## src/rtl/rf_pkg.sv

```systemverilog
// rtl/rf_pkg.sv - shared widths, requester enum and write-port struct for the register-file write-back path
package rf_pkg;

  localparam int DATA_W   = 32;
  localparam int ADDR_W   = 5;
  localparam int NUM_REGS = 32;

  typedef enum logic {
    REQ_EX = 1'b0,
    REQ_LD = 1'b1
  } req_e;

  typedef struct packed {
    logic              en;
    logic [ADDR_W-1:0] addr;
    logic [DATA_W-1:0] data;
  } rg_wr_t;

  // The requester that must be favoured next time, given the one just granted.
  function automatic req_e other_req(input req_e r);
    return (r == REQ_EX) ? REQ_LD : REQ_EX;
  endfunction

endpackage

```

## src/rtl/rf_wb_arbiter_if.sv

```systemverilog
// rtl/rf_wb_arbiter_if.sv - write request, reservation, hazard-check and write-port signals of the write-back arbiter
interface rf_wb_arbiter_if;
  import rf_pkg::*;

  logic              ex_valid;
  logic              ex_ready;
  logic [ADDR_W-1:0] ex_addr;
  logic [DATA_W-1:0] ex_data;

  logic              ld_valid;
  logic              ld_ready;
  logic [ADDR_W-1:0] ld_addr;
  logic [DATA_W-1:0] ld_data;

  logic              rsv_en;
  logic [ADDR_W-1:0] rsv_addr;

  logic [ADDR_W-1:0] chk_addr1;
  logic [ADDR_W-1:0] chk_addr2;
  logic              chk_busy1;
  logic              chk_busy2;
  logic              byp_hit1;
  logic              byp_hit2;
  logic [DATA_W-1:0] byp_data1;
  logic [DATA_W-1:0] byp_data2;

  logic              rg_wrt_en;
  logic [ADDR_W-1:0] rg_wrt_addr;
  logic [DATA_W-1:0] rg_wrt_data;

  // Requesters / issue stage side
  modport master (
    output ex_valid, ex_addr, ex_data,
    output ld_valid, ld_addr, ld_data,
    output rsv_en, rsv_addr, chk_addr1, chk_addr2,
    input  ex_ready, ld_ready,
    input  chk_busy1, chk_busy2, byp_hit1, byp_hit2, byp_data1, byp_data2,
    input  rg_wrt_en, rg_wrt_addr, rg_wrt_data
  );

  // Arbiter side
  modport slave (
    input  ex_valid, ex_addr, ex_data,
    input  ld_valid, ld_addr, ld_data,
    input  rsv_en, rsv_addr, chk_addr1, chk_addr2,
    output ex_ready, ld_ready,
    output chk_busy1, chk_busy2, byp_hit1, byp_hit2, byp_data1, byp_data2,
    output rg_wrt_en, rg_wrt_addr, rg_wrt_data
  );

endinterface

```

## src/rtl/rf_scoreboard.sv

```systemverilog
// rtl/rf_scoreboard.sv - busy vector of reserved-but-unwritten destinations with two hazard check ports
module rf_scoreboard
  import rf_pkg::*;
(
  input  logic              clk,
  input  logic              reset_n,
  input  logic              rsv_en_i,
  input  logic [ADDR_W-1:0] rsv_addr_i,
  input  logic              clr_en_i,
  input  logic [ADDR_W-1:0] clr_addr_i,
  input  logic [ADDR_W-1:0] chk_addr1_i,
  input  logic [ADDR_W-1:0] chk_addr2_i,
  input  logic              mask1_i,
  input  logic              mask2_i,
  output logic              chk_busy1_o,
  output logic              chk_busy2_o
);

  logic [NUM_REGS-1:0] busy_q;
  logic [NUM_REGS-1:0] busy_d;

  // Clear first, then set, so a reservation landing on the retiring register survives; x0 never busy
  always_comb begin
    busy_d = busy_q;
    if (clr_en_i) begin
      busy_d[clr_addr_i] = 1'b0;
    end
    if (rsv_en_i && (rsv_addr_i != '0)) begin
      busy_d[rsv_addr_i] = 1'b1;
    end
    busy_d[0] = 1'b0;
  end

  // Busy vector register
  always_ff @(posedge clk or negedge reset_n) begin
    if (!reset_n) begin
      busy_q <= '0;
    end else begin
      busy_q <= busy_d;
    end
  end

  // A register being forwarded this cycle is not a hazard when the mask is driven
  assign chk_busy1_o = busy_q[chk_addr1_i] && !mask1_i;
  assign chk_busy2_o = busy_q[chk_addr2_i] && !mask2_i;

endmodule

```

## src/rtl/rf_wb_arbiter.sv

```systemverilog
// rtl/rf_wb_arbiter.sv - round-robin EX/LD write-port arbiter, registered write stage, bypass (RF_WB_BYPASS_EN)
module rf_wb_arbiter (
  input  logic           clk,
  input  logic           reset_n,
  rf_wb_arbiter_if.slave bus
);
  import rf_pkg::*;

  req_e   ptr_q;
  req_e   ptr_d;
  rg_wr_t wr_q;
  rg_wr_t wr_d;

  logic ex_ready_w;
  logic ld_ready_w;
  logic ex_go;
  logic ld_go;
  logic contention;
  logic byp_hit1_w;
  logic byp_hit2_w;
  logic chk_busy1_w;
  logic chk_busy2_w;

  assign contention = bus.ex_valid && bus.ld_valid;

  // Grant: a lone requester always wins; on contention the pointer decides
  always_comb begin
    ex_ready_w = bus.ex_valid && (!bus.ld_valid || (ptr_q == REQ_EX));
    ld_ready_w = bus.ld_valid && (!bus.ex_valid || (ptr_q == REQ_LD));
  end

  assign ex_go = bus.ex_valid && ex_ready_w;
  assign ld_go = bus.ld_valid && ld_ready_w;

  // Pointer moves to the loser, and only when both requesters competed
  always_comb begin
    ptr_d = ptr_q;
    if (contention) begin
      ptr_d = other_req(ptr_q);
    end
  end

  // Output stage: load the winning request; x0 is accepted but never enables the write
  always_comb begin
    wr_d    = wr_q;
    wr_d.en = 1'b0;
    if (ex_go) begin
      wr_d.addr = bus.ex_addr;
      wr_d.data = bus.ex_data;
      wr_d.en   = (bus.ex_addr != '0);
    end else if (ld_go) begin
      wr_d.addr = bus.ld_addr;
      wr_d.data = bus.ld_data;
      wr_d.en   = (bus.ld_addr != '0);
    end
  end

  // Pointer and write-port registers
  always_ff @(posedge clk or negedge reset_n) begin
    if (!reset_n) begin
      ptr_q <= REQ_EX;
      wr_q  <= '0;
    end else begin
      ptr_q <= ptr_d;
      wr_q  <= wr_d;
    end
  end

`ifdef RF_WB_BYPASS_EN
  assign byp_hit1_w    = wr_q.en && (wr_q.addr == bus.chk_addr1) && (bus.chk_addr1 != '0);
  assign byp_hit2_w    = wr_q.en && (wr_q.addr == bus.chk_addr2) && (bus.chk_addr2 != '0);
  assign bus.byp_data1 = wr_q.data;
  assign bus.byp_data2 = wr_q.data;
`else
  assign byp_hit1_w    = 1'b0;
  assign byp_hit2_w    = 1'b0;
  assign bus.byp_data1 = '0;
  assign bus.byp_data2 = '0;
`endif

  rf_scoreboard u_scoreboard (
    .clk         (clk),
    .reset_n     (reset_n),
    .rsv_en_i    (bus.rsv_en),
    .rsv_addr_i  (bus.rsv_addr),
    .clr_en_i    (wr_q.en),
    .clr_addr_i  (wr_q.addr),
    .chk_addr1_i (bus.chk_addr1),
    .chk_addr2_i (bus.chk_addr2),
    .mask1_i     (byp_hit1_w),
    .mask2_i     (byp_hit2_w),
    .chk_busy1_o (chk_busy1_w),
    .chk_busy2_o (chk_busy2_w)
  );

  assign bus.ex_ready    = ex_ready_w;
  assign bus.ld_ready    = ld_ready_w;
  assign bus.byp_hit1    = byp_hit1_w;
  assign bus.byp_hit2    = byp_hit2_w;
  assign bus.chk_busy1   = chk_busy1_w;
  assign bus.chk_busy2   = chk_busy2_w;
  assign bus.rg_wrt_en   = wr_q.en;
  assign bus.rg_wrt_addr = wr_q.addr;
  assign bus.rg_wrt_data = wr_q.data;

endmodule

```

## src/flat_wrapper.sv

```systemverilog
// flat-port wrapper written by rule: the top's interface ports become plain ports
module rf_wb_arbiter_flat import rf_pkg::*;
  (clk, reset_n, bus_ex_valid, bus_ex_addr, bus_ex_data, bus_ld_valid, bus_ld_addr, bus_ld_data, bus_rsv_en, bus_rsv_addr, bus_chk_addr1, bus_chk_addr2, bus_ex_ready, bus_ld_ready, bus_chk_busy1, bus_chk_busy2, bus_byp_hit1, bus_byp_hit2, bus_byp_data1, bus_byp_data2, bus_rg_wrt_en, bus_rg_wrt_addr, bus_rg_wrt_data);
  rf_wb_arbiter_if bus_i ();
  input  logic clk;
  input  logic reset_n;
  input wire logic [$bits(bus_i.ex_valid)-1:0] bus_ex_valid;
  input wire logic [$bits(bus_i.ex_addr)-1:0] bus_ex_addr;
  input wire logic [$bits(bus_i.ex_data)-1:0] bus_ex_data;
  input wire logic [$bits(bus_i.ld_valid)-1:0] bus_ld_valid;
  input wire logic [$bits(bus_i.ld_addr)-1:0] bus_ld_addr;
  input wire logic [$bits(bus_i.ld_data)-1:0] bus_ld_data;
  input wire logic [$bits(bus_i.rsv_en)-1:0] bus_rsv_en;
  input wire logic [$bits(bus_i.rsv_addr)-1:0] bus_rsv_addr;
  input wire logic [$bits(bus_i.chk_addr1)-1:0] bus_chk_addr1;
  input wire logic [$bits(bus_i.chk_addr2)-1:0] bus_chk_addr2;
  output wire logic [$bits(bus_i.ex_ready)-1:0] bus_ex_ready;
  output wire logic [$bits(bus_i.ld_ready)-1:0] bus_ld_ready;
  output wire logic [$bits(bus_i.chk_busy1)-1:0] bus_chk_busy1;
  output wire logic [$bits(bus_i.chk_busy2)-1:0] bus_chk_busy2;
  output wire logic [$bits(bus_i.byp_hit1)-1:0] bus_byp_hit1;
  output wire logic [$bits(bus_i.byp_hit2)-1:0] bus_byp_hit2;
  output wire logic [$bits(bus_i.byp_data1)-1:0] bus_byp_data1;
  output wire logic [$bits(bus_i.byp_data2)-1:0] bus_byp_data2;
  output wire logic [$bits(bus_i.rg_wrt_en)-1:0] bus_rg_wrt_en;
  output wire logic [$bits(bus_i.rg_wrt_addr)-1:0] bus_rg_wrt_addr;
  output wire logic [$bits(bus_i.rg_wrt_data)-1:0] bus_rg_wrt_data;
  assign bus_i.ex_valid = bus_ex_valid;
  assign bus_i.ex_addr = bus_ex_addr;
  assign bus_i.ex_data = bus_ex_data;
  assign bus_i.ld_valid = bus_ld_valid;
  assign bus_i.ld_addr = bus_ld_addr;
  assign bus_i.ld_data = bus_ld_data;
  assign bus_i.rsv_en = bus_rsv_en;
  assign bus_i.rsv_addr = bus_rsv_addr;
  assign bus_i.chk_addr1 = bus_chk_addr1;
  assign bus_i.chk_addr2 = bus_chk_addr2;
  assign bus_ex_ready = bus_i.ex_ready;
  assign bus_ld_ready = bus_i.ld_ready;
  assign bus_chk_busy1 = bus_i.chk_busy1;
  assign bus_chk_busy2 = bus_i.chk_busy2;
  assign bus_byp_hit1 = bus_i.byp_hit1;
  assign bus_byp_hit2 = bus_i.byp_hit2;
  assign bus_byp_data1 = bus_i.byp_data1;
  assign bus_byp_data2 = bus_i.byp_data2;
  assign bus_rg_wrt_en = bus_i.rg_wrt_en;
  assign bus_rg_wrt_addr = bus_i.rg_wrt_addr;
  assign bus_rg_wrt_data = bus_i.rg_wrt_data;
  rf_wb_arbiter u_core (.clk(clk), .reset_n(reset_n), .bus(bus_i));
endmodule
```

## config.mk

```make
export PLATFORM = sky130hd
export DESIGN_NAME = rf_wb_arbiter_flat
export DESIGN_NICKNAME = d
export VERILOG_FILES = /design/src/rtl/rf_pkg.sv /design/src/rtl/rf_wb_arbiter_if.sv /design/src/rtl/rf_scoreboard.sv /design/src/rtl/rf_wb_arbiter.sv /design/src/flat_wrapper.sv
export SDC_FILE = /design/constraint.sdc
export NUM_CORES = 1
export LEC_CHECK = 0
export BUFFER_PORTS_ARGS = -buffer_cell sky130_fd_sc_hd__buf_2
export CORE_MARGIN = 1
export CORE_UTILIZATION = 50
export DETAILED_ROUTE_END_ITERATION = 8
export PLACE_DENSITY = 0.83
export RECOVER_POWER = 50
export SYNTH_ARGS = -nofsm -noshare
export SYNTH_HDL_FRONTEND = slang
export SYNTH_HIERARCHICAL = 1
export SYNTH_SLANG_ARGS = --single-unit
```

## constraint.sdc

```tcl
create_clock -name clk -period 2.6 [get_ports clk]
set_input_delay 0.13 -clock clk [delete_from_list [all_inputs] [get_ports clk]]
set_output_delay 0.13 -clock clk [all_outputs]
set_load 0.02 [all_outputs]
```

=== Word level (Yosys, flattened, before mapping) ===
Cells that the tools add are included.

* Flip-flop bits (word level): 70
* Bits of input ports: 94
* Word-level logic and storage cells: 44

* Magnitude comparators: 6
* Multiplexer cells: 13
* Bitwise logic cells: 4
* Reductions and logical operators: 16

{| class="wikitable"
|+ Operator list
! kind !! number
|-
| $mux 38 || 2
|-
| $mux 32 || 2
|-
| $and 32x32->32 || 1
|-
| $not 32->32 || 1
|-
| $or 32x32->32 || 1
|-
| $lt 5x6->1 const B || 4
|-
| $reduce_bool 5->1 || 3
|-
| $bmux 1 s5 || 2
|-
| $demux 1 s5 || 2
|-
| $ge 5x1->1 const B || 2
|-
| $logic_and 1x1->1 || 8
|-
| $mux 1 || 5
|-
| $logic_not 1->1 || 2
|-
| $logic_or 1x1->1 || 2
|-
| $reduce_bool 2->1 || 1
|-
| $not 1->1 || 1
|}

=== Longest topological paths before layout ===
Gate-level depths: netlist (run 1).

* Depth after elaboration: 9
* Depth in mapped cells: 6
* Depth with buffers taken out: 4

=== Cells and area by module ===
Netlist (run 1), hierarchy kept.

{| class="wikitable"
|+ Modules (own cells, without submodules)
! module !! instances !! cells an instance !! area an instance (µm²) !! sequential area each (µm²)
|-
| rf_wb_arbiter || 1 || 280 || 2822.7 || 975.9
|-
| rf_scoreboard || 1 || 190 || 1936.9 || 775.7
|}

=== Worst setup path after synthesis (run 1) ===
No wires, ideal clock.

* Path type: register -> output
* Start point: register u_core.u_scoreboard.busy_q[19]
* End point: output bus_chk_busy1
* Arrival: 1.451 ns
* Data required time: 2.470 ns
* Path slack: 1.019 ns
* Stages on the path, launching flop included: 5
* Cell sequence: dfrtp_1 mux4_2 or3b_1 a31oi_1 a2111oi_2

* Cells in the longest elaborated chain, start to end: 2

{| class="wikitable"
|+ RTL lines
! item !! line !! source
|-
| start: declaration || rf_scoreboard.sv:19 || <nowiki>logic [NUM_REGS-1:0] busy_q;</nowiki>
|-
| start signal: assignment || rf_scoreboard.sv:39 || <nowiki>busy_q <= busy_d;</nowiki>
|-
| $bmux 1 s5 || rf_scoreboard.sv:44 || <nowiki>assign chk_busy1_o = busy_q[chk_addr1_i] && !mask1_i;</nowiki>
|-
| $mux 1 (implied by the code) || rf_scoreboard.sv:44 ||
|-
| end: declaration || flat_wrapper.sv:19 || <nowiki>output wire logic [$bits(bus_i.chk_busy1)-1:0] bus_chk_busy1;</nowiki>
|}

No other way between the ends. The select of a mux whose other input is x is not followed.

=== Worst setup path after layout (run 1) ===
* Start point: register u_core.u_scoreboard.busy_q[18]
* End point: output bus_chk_busy2

* Cells in the longest elaborated chain, start to end: 2

{| class="wikitable"
|+ RTL lines
! item !! line !! source
|-
| $bmux 1 s5 || rf_scoreboard.sv:45 || <nowiki>assign chk_busy2_o = busy_q[chk_addr2_i] && !mask2_i;</nowiki>
|-
| $mux 1 (implied by the code) || rf_scoreboard.sv:45 ||
|-
| end: declaration || flat_wrapper.sv:20 || <nowiki>output wire logic [$bits(bus_i.chk_busy2)-1:0] bus_chk_busy2;</nowiki>
|}

No other way between the ends. The select of a mux whose other input is x is not followed.

==> metrics.md, run 1 <==
| Metric | Value |
|---|---|
| Pwr Density | `788.1 nW/µm²` |
| Critical Path Source Type | `flip-flop` |
| Most instantiated cells after synthesis | `70 x buf_4, 70 x dfrtp_1, 38 x nand2b_1` |
| Post-CTS Hold Fix Bufs | `1` |
| Vias in the first global route | `3807` |
| # diodes | `0` |
| Outcome | `completed` |
| Worst path bufs/invs | `1` |
| PortBufs | `135` |
| Die area | `9913 µm²` |
| H-tree depth | `3` |
| CP arrival | `between 2 and 2.5 ns` |
| Max cap viols | `0` |
| Netlist Area Pre-Place | `4760 µm²` |
| Final setup vio count | `0` |
| Slew @ Worst Pin | `1.349 ns` |
| Clk_skew | `~0.009 ns` |
| Worst path max stage delay | `approximately 0.46 ns` |
| Antenna violations before repair | `0` |
| CTS Buffer Depth | `2` |
| Endpoints failing hold | `0` |
| Final Total Pwr | `around 4.2 mW` |
| CTS tree | `built` |
| DRC viols | `0` |
| Core area | `9240 µm²` |
| WP data required | `2.47 ns` |
| HP Class | `in -> reg` |
| Unrepaired setup endpoints after global routing | `false` |
| Final Core Density | `57.96%` |
| Slew headroom | `10.06%` |
| Drt wl/cell | `16.05 µm` |
| CP Capture Type | `output pin` |
| Kind of cell adding the most delay to the critical path | `multiplexers` |
| Critical path origin | `u_core/u_scoreboard/busy_q[18]$_DFF_PN0_` |
| Largest cells by area after synthesis | `dfrtp_1 37%, buf_4 11%, a21o_1 5.0%` |
| Crit-path max FO | `3` |
| Worst r2r dst | `u_core/u_scoreboard/busy_q[10]$_DFF_PN0_` |
| GPL Wtd Cong | `about 0.85` |
| Dominant cell type by area after synthesis | `dfrtp_1` |
| Syn Inst Count | `470` |
| Static Leak | `2.350 nW` |
| Fmax | `around 460 MHz` |
| Hold path start | `bus_ld_addr[3]` |
| Critical path cell sequence | `mux4_2 -> or3b_1 -> a31oi_1 -> a2111oi_2 -> buf_2` |
| Crit-path slowest cell | `mux4_2` |
| Starting Density | `51.51%` |
| Tcrit/Tclk final | `between 80% and 90%` |
| Nets@finish | `689` |
| R2R cell count | `3` |
| Global route total overflow | `0` |
| Vias per cell | `between 5 and 6` |
| Worst path depth | `5` |
| Layout cells sized above 1 | `27.50%` |
| Share of the synthesized area in the top cell type | `36.80%` |
| Max Slew Vio Count | `0` |
| Cell variety after synth | `40` |
| Clk pin slew, worst setup/hold paths | `about 0.080 ns` |
| Ports | `202` |
| Layout Area Growth over Synthesis | `12.51%` |
| Tot GR Track Use | `23.98%` |
| CP Capture Point | `bus_chk_busy2` |
| EDFF count, synth | `0` |
| # rows | `35` |
| Vias | `4041` |
| Clk_lat worst skew | `0.34 ns` |
| Final antenna-violating net count | `0` |
| Post-synth ARST share | `100.0%` |
| Die span in x | `99.57 µm` |
| Min Tclk post-route | `between 2 and 2.5 ns` |
| First-pass GRT wire length | `18800 µm` |
| Setup TNS | `0 ns` |
| Resize count post-CTS | `0` |
| Crit Path Class | `reg -> out` |
| TritonRoute pass-1 iters | `5` |
| Post-CTS Setup Inserts | `0` |
| Die H | `around 100 µm` |
| Register-to-register path setup slack | `1.17 ns` |
| Post-DP HPWL | `about 8400 µm` |
| Initial drt markers | `220` |
| Synth warn | `6` |
| Seq/Total Area, Yosys | `about 37%` |
| Avg Inst Size Synth | `10.13 µm²` |
| Largest net degree at the start of global routing | `44` |
| Peak supply drop | `0.3597 mV` |
| Clock sink count | `70` |
| Reg-to-Reg Start | `u_core/bus.rg_wrt_addr[3]$_DFFE_PN0P_` |
| CTS Root Cell | `clkbuf_8` |
| Ys flop type | `dfrtp_1` |
| CTS Buf Count | `9` |
| Routed wire length | `11700 µm` |
| Synth Register Bits | `70` |
[stage by stage]
step / setup WS (ns) / std cells / instance area, µm² / hold WS [ns]
2_1_floorplan: 1.019 / 537 / 5011 / -0.1656
3_3_place_gp: 0.8264 / 712 / 5201 / -0.02520
3_5_place_dp: 0.7607 / 712 / 5201 / -0.02238
4_1_cts: 0.4346 / 729 / 5388 / 0.04221
5_1_grt: 0.3601 / 729 / 5355 / 0.04995
6_report: 0.4382 / 729 / 5355 / 0.05963
[worst reg2reg max path, cell delays in order (launching register included)]
cell and delay (ns):
dfrtp_1 0.61, or3b_1 0.46, o21ai_1 0.14, o21ai_1 0.08
[power breakdown]
part | internal, mW | switching [mW] | total [mW]
logic | 0.701 | 0.940 | 1.64
registers | 1.48 | 0.323 | 1.80
clock network | 0.372 | 0.406 | 0.778
[routing by layer]
layer	global-route usage [%]	up-vias	share of wire [%]
li1	-	1837	-
met1	29.71	1941	39
met2	42.09	253	50
met3	5.481	10	10
met4	6.448	0	0.96
met5	0	-	0
[cells in the final DEF (no fill, tap or decap), drive strengths merged, types with 9 or more instances in the layout]
| cell type | netlist | layout |
|---|---|---|
| a21o | 32 | 32 |
| buf | 85 | 117 |
| clkbuf | 9 | 34 |
| conb | 1 | 68 |
| dfrtp | 70 | 70 |
| mux4 | 10 | 10 |
| nand2 | 15 | 15 |
| nand2b | 39 | 39 |
| nand3 | 9 | 9 |
| nand3b | 10 | 10 |
| nor2b | 10 | 10 |
| o21ai | 63 | 63 |
| o221a | 37 | 37 |
| or2 | 32 | 32 |
[cells by family (layout without fill, tap and decap cells)]
logic type,Yosys count,in the layout,synth area share (%)
xor gates and xnor gates,1,1,0.1841
AOI/OAI and AO/OA,151,151,24.16
other,1,68,0.07879
DFF,70,70,36.80
buffers and inverters,95,158,14.46
and+or+nand+nor,132,132,16.96
muxes,20,20,7.361
[registers in the layout, indices dropped and copies added (netlist names)]
register                    count
u_core/ptr_q                    1
u_core/bus.rg_wrt_addr          5
u_core/u_scoreboard/busy_q     31
u_core/bus.rg_wrt_data         32
u_core/bus.rg_wrt_en            1
[worst min-delay path by stage]
| stage | endpoint | slack [ns] | depth (start not counted) |
|---|---|---|---|
| 6_report | u_core/bus.rg_wrt_en$_DFF_PN0_ | 0.06 | 3 |
| 5_1_grt | u_core/bus.rg_wrt_data[29]$_DFFE_PN0P_ | 0.05 | 2 |
| 3_3_place_gp | u_core/bus.rg_wrt_data[6]$_DFFE_PN0P_ | -0.03 | 1 |
| 3_5_place_dp | u_core/bus.rg_wrt_data[4]$_DFFE_PN0P_ | -0.02 | 1 |
| 2_1_floorplan | u_core/bus.rg_wrt_addr[0]$_DFFE_PN0P_ | -0.17 | 0 |
| 4_1_cts | u_core/bus.rg_wrt_en$_DFF_PN0_ | 0.04 | 3 |
[layout make-up]
class	instances	area, µm²
Sequential cell	70	1752
Clock buffer	11	141.4
Fill cell	812	3885
Timing Repair Buffer	141	690.7
Multi-Input combinational cell	372	2571
Clock inverter	5	35.03
Tap cell	129	161.4
Inverter	1	3.754
Note: power is estimated with default switching activity, not from simulation.
==> inputs of run 2 (changes only) <==
- CORE_UTILIZATION: 50 -> 49
- PLACE_DENSITY: 0.83 -> 0.82
- clock period: 2.6 -> 2.17 ns (I/O delays scaled with it)
==> run 2 against run 1 <==
Against the previous run:
- wire length is 3.0% higher
- flip-flop and latch count stayed put
- sequential share of layout area is 0.30 points lower
- via count is 0.15% lower
- highest routed layer unchanged
- combinational power is 21% higher
- largest cell class unchanged
- cell count is 0.14% higher
- hold slack worse by 0.019 ns
- design area is 0.91% higher
- global-route usage hardly changed
- clock power is 52% higher
- critical endpoint unchanged
- clock-buffer cell count stayed put
- first-iteration DRC count is 22% lower
==> metrics.md, run 2 (synthesized netlist as in run 1, its figures left out) <==
| Metric | Value |
|---|---|
| Outcome | `completed` |
| Ports | `approximately 200` |
| Final setup vio count | `0` |
| Starting Density | `between 50% and 60%` |
| Vias in the first global route | `3788` |
| Multi-input gate area | `2582 µm²` |
| Endpoints failing hold | `0` |
| Gr busiest metal | `met2` |
| Max cap viols | `0` |
| Clk pin slew, worst setup/hold paths | `about 0.08 ns` |
| CTS Buffer Depth | `2` |
| Critical Path Source Type | `flip-flop` |
| Met1 GRT Util | `29.43%` |
| PortBufs | `135` |
| Static Leak | `2.350 nW` |
| Critical path cell sequence | `mux4_2 -> or3b_1 -> a31oi_1 -> a2111oi_2 -> buf_2` |
| H-tree depth | `3` |
| Kind of cell adding the most delay to the critical path | `multiplexers` |
| Antenna violations before repair | `0` |
| HP Class | `in -> reg` |
| Core area | `slightly above 9000 µm²` |
| CP Capture Type | `output pin` |
| CP arrival | `1.99 ns` |
| Crit-path max FO | `3` |
| Final worst setup slack | `between 0.07 and 0.08 ns` |
| Grt met2 use | `40.25%` |
| Layout cells sized above 1 | `between 20% and 30%` |
| Final antenna-violating net count | `0` |
| Fmax | `477.7 MHz` |
| WP data required | `2.06 ns` |
| Die H | `about 100 µm` |
| TritonRoute pass-1 iters | `5` |
| GR Util met3 | `between 6 and 7%` |
| Tot GR Track Use | `24.03%` |
| Setup TNS | `0 ns` |
| Most common cell after layout, fill and taps aside | `buf_2` |
| DRC viols | `0` |
| Final Total Pwr | `around 5.3 mW` |
| Vias per cell | `5.527` |
| Min Tclk post-route | `2.094 ns` |
| Global route total overflow | `0` |
| Pwr Density | `981.6 nW/µm²` |
| DP Worst Slack | `just under 0.4 ns` |
| Post-DP HPWL | `8368 µm` |
| Max Slew Vio Count | `0` |
| Fillers | `between 800 and 900` |
| Largest net degree at the start of global routing | `40` |
| Peak supply drop | `about 0.44 mV` |
| Clock sink count | `70` |
| Hold WS | `0.04045 ns` |
| Slew headroom | `29.00%` |
| Crit Path Class | `reg -> out` |
| GPL Wtd Cong | `0.9397` |
| Max reg flops | `32` |
| Worst path max stage delay | `0.46 ns` |
| Worst path bufs/invs | `1` |
| First-pass GRT wire length | `roughly 19000 µm` |
| Die area | `10110 µm²` |
| Initial drt markers | `172` |
| Area after DPL | `between 5000 and 6000 µm²` |
| # diodes | `0` |
| CTS Root Cell | `clkbuf_8` |
| Clk_lat worst skew | `around 0.34 ns` |
| Unrepaired setup endpoints after global routing | `false` |
| FF+latch area | `1752 µm²` |
| Drt wl/cell | `~17 µm` |
| Layout Area Growth over Synthesis | `13.54%` |
| CTS tree | `built` |
| Crit-path slowest cell | `mux4_2` |
| Post-CTS Setup Inserts | `0` |
| CTS Buf Count | `9` |
| # rows | `35` |
| Die span in x | `100.6 µm` |
| Vias | `4035` |
| Nets@finish | `slightly below 700` |
| Clk_skew | `0.01091 ns` |
| Routed wire length | `approximately 12000 µm` |
| Tcrit/Tclk final | `96.48%` |
| Most frequent cells in the layout | `101 x buf_2, 70 x dfrtp_1, 68 x conb_1` |
| Slew @ Worst Pin | `1.065 ns` |
| Final Cell Area | `5404 µm²` |
==> run 2: cell count changes in the layout (fill, tap and decap cells not counted), moves of 2 or more <==
cell       before  now
clkbuf_1       23   35
clkbuf_2        1    3
bufinv_16       0    2
buf_2         114  101
==> run 2: worst register-to-register path, stage by stage (launching register included) <==
cell	delay (ns)
dfrtp_1	0.61
or3b_1	0.46
o21ai_1	0.16
o21ai_1	0.09
==> run 2: metrics by stage <==
stage               util [%]  instances
finish                 57.93        730
global route           57.93        730
CTS                    58.35        730
detailed placement     55.84        713
global placement       55.84        713
floorplan                  -        537
==> run 2: final timing paths <==
| check | endpoint | cells after the start | slack (ns) | startpoint |
|---|---|---|---|---|
| min in group asynchronous | u_core/bus.rg_wrt_data[13]$_DFFE_PN0P_ | 2 | 0.48 | reset_n |
| hold / removal | u_core/bus.rg_wrt_data[22]$_DFFE_PN0P_ | 2 | 0.04 | bus_ld_data[22] |
| hold reg to reg | u_core/u_scoreboard/busy_q[5]$_DFF_PN0_ | 2 | 0.55 | u_core/u_scoreboard/busy_q[5]$_DFF_PN0_ |
| setup reg to reg | u_core/u_scoreboard/busy_q[10]$_DFF_PN0_ | 3 | 0.73 | u_core/bus.rg_wrt_addr[3]$_DFFE_PN0P_ |
| max in group asynchronous | u_core/u_scoreboard/busy_q[9]$_DFF_PN0_ | 3 | 0.45 | reset_n |
| setup / recovery | bus_chk_busy2 | 5 | 0.08 | u_core/u_scoreboard/busy_q[19]$_DFF_PN0_ |
==> run 2: final cells by class <==
type                    instances  share of cell area (%)
multi-input cells             372                   47.79
flip-flops and latches         70                   32.41
repair buffers                142                   12.60
well taps                     129                   2.987
clock buffers                  11                   2.616
clock inverters                 5                   1.528
inverters                       1                 0.06946
==> run 2: report_power, final <==
part	total [mW]	leakage, nW	internal (mW)	switching [mW]
clock	1.18	0.113	0.681	0.495
sequential	2.15	0.791	1.77	0.380
combinational	1.98	1.45	0.823	1.15
total	5.30	2.35	3.28	2.03
==> run 2: routing by layer <==
layer  wire (µm)  vias up
li1            -     1846
met1        4770     1916
met2        5935      244
met3        1069       29
met4         279        0
met5           0        -
==> run 2: repair_timing <==
item                                    in CTS  in global routing
endpoints found under the hold margin       19                  0
hold buffers                                 1                  0
endpoints found under the setup margin       0                  2
gates resized for setup                      0                  2
==> inputs of run 3 (changes only) <==
- CORE_ASPECT_RATIO: not set -> 0.75
- CTS_BUF_LIST: not set -> sky130_fd_sc_hd__clkbuf_8 sky130_fd_sc_hd__clkbuf_16
- PLACE_DENSITY: 0.82 -> 0.92
==> run 3 against run 2 <==
Against the previous run:
- clock-buffer cell count unchanged
- highest routed layer unchanged
- hold slack gained 0.017 ns
- design area grew 2.2%
- non-clock buffer count fell by 1
- fmax down 0.87%
- global-route usage rose by 0.63 points
- largest power group unchanged
- wire length up 1.3%
==> metrics.md, run 3 (synthesized netlist as in run 1, its figures left out) <==
| Metric | Value |
|---|---|
| Clock sink count | `70` |
| Final std cells w/o fill | `728` |
| Final Total Pwr | `5.744 mW` |
| Worst path max stage delay | `0.47 ns` |
| # rows | `30` |
| Resize count post-CTS | `0` |
| Final worst setup slack | `0.05805 ns` |
| Vias in the first global route | `about 3900` |
| CTS Root Cell | `clkbuf_16` |
| Ports | `202` |
| Global route total overflow | `0` |
| Die area | `about 10000 µm²` |
| CTS Buffer Depth | `2` |
| Nets@finish | `689` |
| WP data required | `2.06 ns` |
| Kind of cell adding the most delay to the critical path | `multiplexers` |
| H-tree depth | `3` |
| Max Slew Vio Count | `0` |
| Inst Count DP | `711` |
| Min Tclk post-route | `about 2.1 ns` |
| Initial drt markers | `252` |
| Outcome | `completed` |
| HP Class | `in -> reg` |
| CP arrival | `2.00 ns` |
| GPL Wtd Cong | `about 0.88` |
| Layout cells sized above 1 | `25.50%` |
| Slew @ Worst Pin | `roughly 1.2 ns` |
| Endpoints failing hold | `0` |
| Crit-path slowest cell | `mux4_2` |
| Setup TNS | `0 ns` |
| CP Capture Type | `output pin` |
| Die span in x | `about 120 µm` |
| Tot GR Track Use | `around 25%` |
| Clk_skew | `0.01232 ns` |
| Starting Density | `51.54%` |
| CTS tree | `built` |
| Fmax | `473.5 MHz` |
| Critical path origin | `u_core/u_scoreboard/busy_q[19]$_DFF_PN0_` |
| Tcrit/Tclk final | `97.32%` |
| Core area | `9234 µm²` |
| Slew headroom | `18.66%` |
| Hold path start | `bus_ld_data[27]` |
| DRC viols | `0` |
| Static Leak | `2.399 nW` |
| First-pass GRT wire length | `19210 µm` |
| Unrepaired setup endpoints after global routing | `false` |
| Peak supply drop | `0.5544 mV` |
| Final antenna-violating net count | `0` |
| CTS Buf Count | `9` |
| Clk_lat worst skew | `roughly 0.33 ns` |
| Most frequent cells in the layout | `100 x buf_2, 70 x dfrtp_1, 68 x conb_1` |
| Die H | `87.35 µm` |
| Largest net degree at the start of global routing | `43` |
| Max reg flops | `32` |
| Post-DP HPWL | `roughly 9000 µm` |
| Post-CTS Setup Inserts | `0` |
| Reg-to-Reg Start | `u_core/bus.rg_wrt_addr[0]$_DFFE_PN0P_` |
| Worst path bufs/invs | `1` |
| Max cap viols | `0` |
| Drt wl/cell | `about 17 µm` |
| Final setup vio count | `0` |
| Final Core Density | `about three fifths` |
| Clk pin slew, worst setup/hold paths | `0.06 ns` |
| Pwr Density | `~1000 nW/µm²` |
| Routed wire length | `12210 µm` |
| Vias | `4048` |
| PortBufs | `135` |
| Vias per cell | `5.560` |
| Crit-path max FO | `3` |
| Crit Path Class | `reg -> out` |
| Layout Area Growth over Synthesis | `15.98%` |
| TritonRoute pass-1 iters | `5` |
| Critical Path Source Type | `flip-flop` |
| Most common cell after layout, fill and taps aside | `buf_2` |
| # diodes | `0` |
| Critical path cell sequence | `mux4_2 -> or3b_1 -> a31oi_1 -> a2111oi_2 -> buf_2` |
| DP Worst Slack | `0.3593 ns` |
| Antenna violations before repair | `0` |
-- run 3: cell types whose count changed in the layout (fill, tap and decap cells not counted), sizes merged --
cell / change
buf: -1
clkinv: -1
clkinvlp: +1
-- run 3: per-stage QoR --
| step | hold slack (ns) | cell area, µm² |
|---|---|---|
| 2_1_floorplan | -0.1871 | 5011 |
| 5_1_grt | 0.05232 | 5520 |
| 3_5_place_dp | 0.1119 | 5225 |
| 6_report | 0.05717 | 5520 |
| 3_3_place_gp | 0.09731 | 5225 |
| 4_1_cts | 0.04771 | 5569 |
-- run 3: cell type report --
class | count | area [µm²]
clock buffer | 11 | 252.7
tap | 128 | 160.2
fill | 818 | 3714
multi-input combinational | 372 | 2571
clock inverter | 5 | 81.33
sequential | 70 | 1752
timing repair buffer | 141 | 699.4
inverter | 1 | 3.754
-- run 3: per-layer routing --
| layer | up-vias | share of wire [%] | track usage [%] |
|---|---|---|---|
| met5 | - | 0 | 0 |
| met4 | 0 | 1.0 | 5.711 |
| met3 | 21 | 8.4 | 7.376 |
| met2 | 243 | 50 | 41.99 |
| met1 | 1932 | 41 | 30.83 |
| li1 | 1852 | - | - |
-- run 3: power breakdown --
group / internal, mW / switching (mW) / leakage (nW)
combinational: 0.823 / 1.15 / 1.45
sequential: 1.77 / 0.377 / 0.791
clock: 1.07 / 0.546 / 0.162
-- run 3: worst register-to-register path: stages, from the launching register on --
cell	delay, ns
dfrtp_1	0.43
or3b_1	0.52
o21ai_0	0.26
o21ai_1	0.11
-- run 3: what timing repair did --
| item | in CTS | in global routing |
|---|---|---|
| hold buffers | 1 | 0 |
| endpoints found under the hold margin | 18 | 0 |
| setup endpoints to repair | 0 | 1 |
-- run 3: path summary, 6_finish.rpt --
check                                                                end  cells after the start  slack, ns
worst max-delay path                                       bus_chk_busy2                      5       0.06
worst min-delay path              u_core/bus.rg_wrt_data[27]$_DFFE_PN0P_                      2       0.06
worst max register to register  u_core/u_scoreboard/busy_q[16]$_DFF_PN0_                      3       0.72
worst min register to register  u_core/u_scoreboard/busy_q[29]$_DFF_PN0_                      2       0.53
max in group asynchronous       u_core/u_scoreboard/busy_q[20]$_DFF_PN0_                      3       0.44
min in group asynchronous         u_core/bus.rg_wrt_data[13]$_DFFE_PN0P_                      2       0.57
